### src/rtl/aes256_pkg.sv
// Shared constants and types for the AES-256 output path.
// Block width, collector state encoding and block type.
package aes256_pkg;

    localparam int AES_BLOCK_BITS  = 128;
    localparam int AES_BLOCK_BYTES = 16;

    typedef logic [AES_BLOCK_BITS-1:0] aes_block_t;

    typedef enum logic [1:0] {
        S_REQ,
        S_COLLECT,
        S_WAIT
    } coll_state_t;

endpackage

### src/rtl/aes256_block_fifo.sv
// DEPTH x 128-bit synchronous FIFO with level and synchronous clear.
// Head entry is read combinationally; an empty FIFO presents zero.
module aes256_block_fifo
    import aes256_pkg::*;
#(
    parameter int DEPTH = 2
) (
    input  logic                     clk,
    input  logic                     rst,
    input  logic                     i_clear,
    input  logic                     i_push,
    input  aes_block_t               i_din,
    input  logic                     i_pop,
    output aes_block_t               o_dout,
    output logic                     o_full,
    output logic                     o_empty,
    output logic [$clog2(DEPTH):0]   o_level
);

    localparam int AW = $clog2(DEPTH);

    logic [AW-1:0] r_wr;
    logic [AW-1:0] r_rd;
    logic [AW:0]   r_cnt;
    aes_block_t    r_mem [DEPTH];

    logic w_pop;
    logic w_push;

    assign o_full  = (r_cnt == (AW+1)'(DEPTH));
    assign o_empty = (r_cnt == '0);
    assign o_level = r_cnt;
    assign o_dout  = o_empty ? '0 : r_mem[r_rd];

    assign w_pop  = i_pop && !o_empty;
    assign w_push = i_push && (!o_full || w_pop);

    always_ff @(posedge clk or posedge rst) begin
        if (rst) begin
            r_wr  <= '0;
            r_rd  <= '0;
            r_cnt <= '0;
        end else if (i_clear) begin
            r_wr  <= '0;
            r_rd  <= '0;
            r_cnt <= '0;
        end else begin
            if (w_push) r_wr <= r_wr + 1'b1;
            if (w_pop)  r_rd <= r_rd + 1'b1;
            r_cnt <= r_cnt + {{AW{1'b0}}, w_push} - {{AW{1'b0}}, w_pop};
        end
    end

    // Storage needs no reset: it is only visible through a non-zero count.
    always_ff @(posedge clk) begin
        if (w_push && !i_clear) r_mem[r_wr] <= i_din;
    end

endmodule

### src/rtl/aes256_byte_collector.sv
// Reassembles the serial ciphertext byte stream into 128-bit blocks,
// buffers them in a FIFO and throttles the upstream request when full.
module aes256_byte_collector
    import aes256_pkg::*;
#(
    parameter int DEPTH       = 2,
    parameter int BLOCK_BYTES = AES_BLOCK_BYTES
) (
    input  logic                     clk,
    input  logic                     rst,
    input  logic                     pi_byte_valid,
    input  logic [7:0]               pi_byte,
    output logic                     po_next_val_req,
    input  logic                     pi_clear,
    output logic                     po_block_valid,
    output aes_block_t               po_block,
    input  logic                     pi_block_ready,
    output logic [$clog2(DEPTH):0]   po_level,
    output logic                     po_overflow
);

    localparam int CW = $clog2(BLOCK_BYTES);
    localparam int AB = (BLOCK_BYTES - 1) * 8;
    localparam int LW = $clog2(DEPTH) + 1;

    coll_state_t   r_state;
    logic [CW-1:0] r_cnt;
    logic [AB-1:0] r_asm;
    logic          r_ovf;

    logic       w_accept;
    logic       w_commit;
    logic       w_pop;
    logic       w_fill;
    logic       w_empty;
    logic       w_full;
    aes_block_t w_block;

    assign w_accept = pi_byte_valid && (r_state != S_WAIT);
    assign w_commit = w_accept && (r_cnt == CW'(BLOCK_BYTES - 1));
    assign w_pop    = po_block_valid && pi_block_ready;
    assign w_block  = {r_asm, pi_byte};
    // Commit without a same-cycle pop into the last free slot fills the FIFO.
    assign w_fill   = w_commit && !w_pop && (po_level == LW'(DEPTH - 1));

    assign po_next_val_req = (r_state != S_WAIT);
    assign po_block_valid  = !w_empty;
    assign po_overflow     = r_ovf;

    always_ff @(posedge clk or posedge rst) begin
        if (rst) begin
            r_state <= S_REQ;
            r_cnt   <= '0;
            r_asm   <= '0;
            r_ovf   <= 1'b0;
        end else if (pi_clear) begin
            r_state <= S_REQ;
            r_cnt   <= '0;
            r_ovf   <= 1'b0;
        end else begin
            if ((r_state == S_WAIT) && pi_byte_valid) r_ovf <= 1'b1;
            if (w_accept) begin
                r_asm <= {r_asm[AB-9:0], pi_byte};
                r_cnt <= r_cnt + 1'b1;
            end
            unique case (r_state)
                S_REQ:     if (w_accept) r_state <= S_COLLECT;
                S_COLLECT: if (w_commit) r_state <= w_fill ? S_WAIT : S_REQ;
                S_WAIT:    if (w_pop) r_state <= S_REQ;
                default:   r_state <= S_REQ;
            endcase
        end
    end

    aes256_block_fifo #(
        .DEPTH (DEPTH)
    ) u_fifo (
        .clk     (clk),
        .rst     (rst),
        .i_clear (pi_clear),
        .i_push  (w_commit),
        .i_din   (w_block),
        .i_pop   (pi_block_ready),
        .o_dout  (po_block),
        .o_full  (w_full),
        .o_empty (w_empty),
        .o_level (po_level)
    );

    logic w_unused;
    assign w_unused = w_full;

endmodule

### config.mk
export PLATFORM = sky130hd
export DESIGN_NAME = aes256_byte_collector
export DESIGN_NICKNAME = d
export VERILOG_FILES = /design/src/rtl/aes256_pkg.sv /design/src/rtl/aes256_block_fifo.sv /design/src/rtl/aes256_byte_collector.sv
export SDC_FILE = /design/constraint.sdc
export NUM_CORES = 1
export LEC_CHECK = 0
export BUFFER_PORTS_ARGS = -buffer_cell sky130_fd_sc_hd__buf_4
export CORE_MARGIN = 4
export CORE_UTILIZATION = 60
export CTS_BUF_LIST = sky130_fd_sc_hd__clkbuf_8
export CTS_CLUSTER_SIZE = 12
export DETAILED_ROUTE_END_ITERATION = 8
export PLACE_DENSITY_LB_ADDON = 0.05
export SYNTH_ARGS = -nofsm -noshare
export SYNTH_HDL_FRONTEND = slang
export SYNTH_SLANG_ARGS = --single-unit
### constraint.sdc
create_clock -name clk -period 15.95 [get_ports clk]
set_clock_uncertainty 0.15 [all_clocks]
set_input_delay 0.7975 -clock clk [delete_from_list [all_inputs] [get_ports clk]]
set_output_delay 0.7975 -clock clk [all_outputs]
set_load 0.005 [all_outputs]
Word level (Yosys, flattened, before mapping)
Memories as Yosys holds them, arrays and structs flattened.
Index checks and enable logic that the tools add are counted.
{ "totals": {"reg_bits": 131, "mem_bits_rw": 256, "in_bits": 13, "out_inout_bits": 133, "elab_cells": 62, "memories": 1} }
{ "mem_list": {"columns": ["memory", "depth", "word_bits", "rd", "rd_clocked_by_memory_dff", "write_ports", "line_no", "text"], "rows": [
  ["u_fifo.r_mem", 2, 128, 1, 0, 1, "aes256_block_fifo.sv:25", "aes_block_t r_mem [DEPTH];"]
]} }
{ "op_classes": {"add_sub_neg": 5, "eq_ne": 9, "muxes": 18, "n_bitwise": 1, "reduce_logical": 21} }
{ "ops": {"columns": ["op", "n"], "rows": [
  ["two-way mux 128 bit", 1],
  ["two-way mux 2 bit", 6],
  ["logical AND 1 bit", 8],
  ["two-way mux 1 bit", 8],
  ["two-way mux 4 bit", 2],
  ["nonzero test 2 bit", 4],
  ["inequality test 3 x 2 -> 1 bit, second input constant", 2],
  ["one-hot mux 2 bit (3 select lines)", 1],
  ["adder 4 x 1 -> 4 bit, second input constant", 1],
  ["equality test 2 x 1 -> 1 bit, second input constant", 2],
  ["equality test 2 bit, second input constant", 2],
  ["equality test 4 bit, second input constant", 1],
  ["logical NOT 1 bit", 4],
  ["logical NOT 2 bit", 2],
  ["inequality test 3 bit, second input constant", 1],
  ["AND reduction 3 bit", 1],
  ["adder 1 bit, second input constant", 2],
  ["adder 2 x 1 -> 2 bit", 1],
  ["inequality test 2 bit, second input constant", 1],
  ["AND reduction 2 bit", 1],
  ["subtractor 2 x 1 -> 2 bit", 1],
  ["logical OR 1 bit", 1],
  ["NOT 1 bit", 1]
]} }

Logic depth before layout (Yosys ltp)
{ "depth": {"depth_word": 10, "mapped_depth": 8, "mapped_depth_nobuf": 7} }

By module
Synthesis repeated with hierarchy kept, for this count alone.
{ "unflattened": {"hier_cells": 863, "hier_area_um2": 15273.4} }
{ "modules_own_cells": {"columns": ["module", "instances", "cells_per_inst", "area_per_inst_um2", "seq_area_each_um2"], "rows": [
  ["aes256_block_fifo", 1, 569, 10038.4, 7787.5],
  ["aes256_byte_collector", 1, 294, 5235.0, 3178.0]
]} }

Worst setup path before layout
OpenSTA, ideal clock, no wires.
{ "synth_timing": {"path_type": "input -> register", "startpoint": "input port pi_block_ready", "endpoint": "memory u_fifo.r_mem[1][0] (netlist name), enable pin", "setup_time_ns": 0.798, "arrival_ns": 10.335, "t_required_ns": 15.002, "setup_slack_ns": 4.667, "cell_stages": 2, "n_path_buf": 0, "cell_sequence": "o2111ai_1 nor3b_1"} }
{ "synth_between": {"elab_chain_len": 6} }
{ "synth_rtl": {"columns": ["element", "line_no", "text"], "rows": [
  ["start, declared", "aes256_byte_collector.sv:17", "input logic pi_block_ready,"],
  ["logical AND 1 bit", "aes256_block_fifo.sv:35", "assign w_pop = i_pop && !o_empty;"],
  ["logical OR 1 bit", "aes256_block_fifo.sv:36", "assign w_push = i_push && (!o_full || w_pop);"],
  ["logical AND 1 bit", "aes256_block_fifo.sv:36", null],
  ["logical AND 1 bit", "aes256_block_fifo.sv:56", "if (w_push && !i_clear) r_mem[r_wr] <= i_din;"],
  ["two-way mux 1 bit", "aes256_block_fifo.sv:56", null],
  ["two-way mux 1 bit (not written as such)", "aes256_block_fifo.sv:56", null],
  ["end, declared", "aes256_block_fifo.sv:25", null]
]} }
Every way passes these cells.

Worst setup path in the final report
{ "layout_timing": {"startpoint": "register u_fifo.r_rd", "endpoint": "output port po_block[124]"} }
{ "layout_between": {"elab_chain_len": 2} }
{ "layout_rtl": {"columns": ["element", "line_no", "text"], "rows": [
  ["start, declared", "aes256_block_fifo.sv:23", "logic [AW-1:0] r_rd;"],
  ["start signal, assigned", "aes256_block_fifo.sv:49", "if (w_pop) r_rd <= r_rd + 1'b1;"],
  ["memory read (2 x 128 bit)", null, null],
  ["two-way mux 128 bit", "aes256_block_fifo.sv:33", "assign o_dout = o_empty ? '0 : r_mem[r_rd];"],
  ["end, declared", "aes256_byte_collector.sv:16", "output aes_block_t po_block,"]
]} }
Every way passes these cells.

==> metrics <==
outcome=finished clean; Final Max Tran Viols=0; highest fanout seen on the critical path=54; number of I/O port buffers=145; number of placed I/O pins=146; syn avg cell area=17.5 um^2; commonest cells after routing, fill and taps aside=edfxtp_1, buf_4, nor2_1; area delta synth->final=15.9%; Synth area leaders=edfxtp_1, dfrtp_1, mux2_4; die extent in x=166 um; starting density of the core=0.614; CP Class=reg2out; Overall Global Routing Usage=0.191; WL met3=1330 um; WP data arrival=3.63 ns; CP Launch Type=flop; setup TNS=0 ns; Ys Warns=0; fin crit share=0.287; Tmin final=4.58 ns; count of state elements after synthesis=387; Post-Place Worst Slack=11.93 ns; Placement Rows=57; critical path cell sequence=buf_4 > buf_4 > mux2i_1 > nor2_1 > buf_4; leading cell type in the layout, fill and taps excluded=edfxtp_1; Final nets=1,047; Final Non-Filler Cells=1,403; share of the synthesized area in the top cell type=0.511; Antenna Cells=0; endpoints failing hold=0; max cap viols=0; antenna violations before repair=0; Synth area leader=edfxtp_1; family with the most delay on the worst path=buffers and inverters; detailed router's first-iteration violation count=438; HPWL after detailed placement=15,600 um; drt pass-1 iters=4; Setup violations, final=0; Hold Path Class=in2async; RSZ-0062 raised after global routing=false; clk slew on worst S/H paths=0.06 ns; CTS HTree Levels=2; # fillers=1,598; crit path max-delay cell type=dfrtp_4; Buf/Inv on CP=3; WL met1=11,600 um; postcts setup bufs=0; Worst R2R End=r_asm[107]$_DFFE_PP0P_; Reg2Reg Setup Slack=12.07 ns; DP Area=16,400 um^2; Die Ht=166 um; vias in the first global route=7,771; leak pwr=6.98 nW; WL/cell=19.0 um; routability-driven placement congestion ratio=0.721; Register-to-Register Path Depth=5; CP required=15.00 ns; distinct cell type count after synthesis=31; cts bufs inserted=59; largest net degree at the start of global routing=77; synthesized area=15,000 um^2; uppermost routed layer=met4; layout cells sized above 1=0.327; Via Count=7,477; CTS Sinks=387; fin worst setup slack=11.37 ns; Worst Tran Pin Value=1.02 ns; post-detailed-route count of antenna-violating nets=0; Power Density=136 nW/um^2; Core Area=24,500 um^2; global-route wire length before repair=42,600 um; total grt overflow=0; maximum clock path buffer count=3; Slew HR=0.322; clock latency on the worst-skew pair=0.57 ns; post-synthesis sequential area ratio=0.729; die area=27,600 um^2; cells after synthesis=859; met2 WL=13,400 um; Top cell by count, worst path=buf_4; Post-Layout Inst Area=17,400 um^2; drt drc=0; RR Startpoint=r_state[0]$_DFFE_PP0P_; Max Freq=218 MHz; post-layout util=0.712; Post-Place Cells=1,295; DRT Wirelength=26,600 um; Max stage delay on crit path=0.85 ns; CTS root buf=clkbuf_8; CTS tree=done; Post-Syn Nets=874; Peak VDD IR=0.0000836 V; post-cts resize count=0; Via density=5.33; Worst setup EP type=output port; CTS Hold Bufs=0
## layout make-up
| cell class | count | area, um^2 | share of cell area |
|---|---|---|---|
| multi-input combinational | 420 | 3790 | 0.217 |
| tap | 324 | 405 | 0.0233 |
| sequential | 387 | 11000 | 0.630 |
| inverter | 8 | 35.0 | 0.00201 |
| timing repair buffer | 156 | 1170 | 0.0672 |
| clock inverter | 44 | 174 | 0.00998 |
| clock buffer | 64 | 881 | 0.0506 |
## logic make-up (layout without fill, tap and decap cells)
kind of cell | after synthesis | in the layout | share of synthesized area
buffers and inverters | 52 | 272 | 0.0196
adder cells (fa/ha/maj) | 2 | 2 | 0.00166
AO/OA/AOI/OAI | 14 | 14 | 0.00524
multiplexers | 250 | 250 | 0.202
AND/OR/NAND/NOR | 153 | 153 | 0.0419
XOR/XNOR | 1 | 1 | 0.000583
flip-flops | 387 | 387 | 0.729
## registers in the layout, summed over array words and instances (netlist names)
signal,count
u_fifo.o_level,2
po_overflow,1
r_asm,120
u_fifo.r_rd,1
u_fifo.r_wr,1
r_cnt,4
r_state,2
u_fifo.r_mem,256
## worst register-to-register path, stage by stage (launching register included)
cell and delay [ns]:
dfrtp_1 0.40, nor2b_1 0.50, or3_4 0.56, buf_4 0.84, buf_4 0.86, mux2_2 0.45
## worst max path at each step
stage	start	end	slack [ns]	depth (start not counted)
after global placement	u_fifo.r_rd$_DFFE_PP0P_	po_block[21]	11.96	5
after floorplan	pi_block_ready	u_fifo.r_mem[1][0]$_DFFE_PP_	4.67	2
after global routing	u_fifo.r_rd$_DFFE_PP0P_	po_block[29]	11.17	5
after detailed placement	u_fifo.r_rd$_DFFE_PP0P_	po_block[25]	11.93	5
after CTS	u_fifo.r_rd$_DFFE_PP0P_	po_block[29]	11.32	5
final	u_fifo.r_rd$_DFFE_PP0P_	po_block[124]	11.37	5
## report_power, final
group / leakage (nW) / internal [W] / total [W] / switching [W]
registers: 3.95 / 0.00128 / 0.00143 / 0.000154
logic: 2.36 / 0.000166 / 0.000216 / 0.0000499
clock network: 0.665 / 0.000366 / 0.000718 / 0.000352
## through the flow
step | hold WS [ns] | power, W
after detailed placement | 0.314 | 0.00167
final | 0.182 | 0.00237
after global placement | 0.295 | 0.00165
after CTS | 0.200 | 0.00239
after floorplan | 0.273 | 0.00158
after global routing | 0.211 | 0.00247
## synth_stat cells (all sizes together)
cell type / n
nor4b: 1
buf: 27
dfrtp: 131
nand2b: 1
nand2: 1
nand4: 1
edfxtp: 256
xor2: 1
o31ai: 2
nor2b: 4
mux2i: 129
nor3: 1
or3: 3
and3: 2
nor3b: 1
a21oi: 7
ha: 2
nor2: 133
mux2: 121
o21ai: 4
nor4: 1
clkbuf: 17
or4: 2
inv: 8
nand3: 2
o2111ai: 1
## layer usage
metal	up-vias	global-route usage
met4	0	0.0459
li1	3488	-
met5	-	0
met3	37	0.0476
met1	3796	0.256
met2	156	0.321
Note: power is estimated with default switching activity, not from simulation.
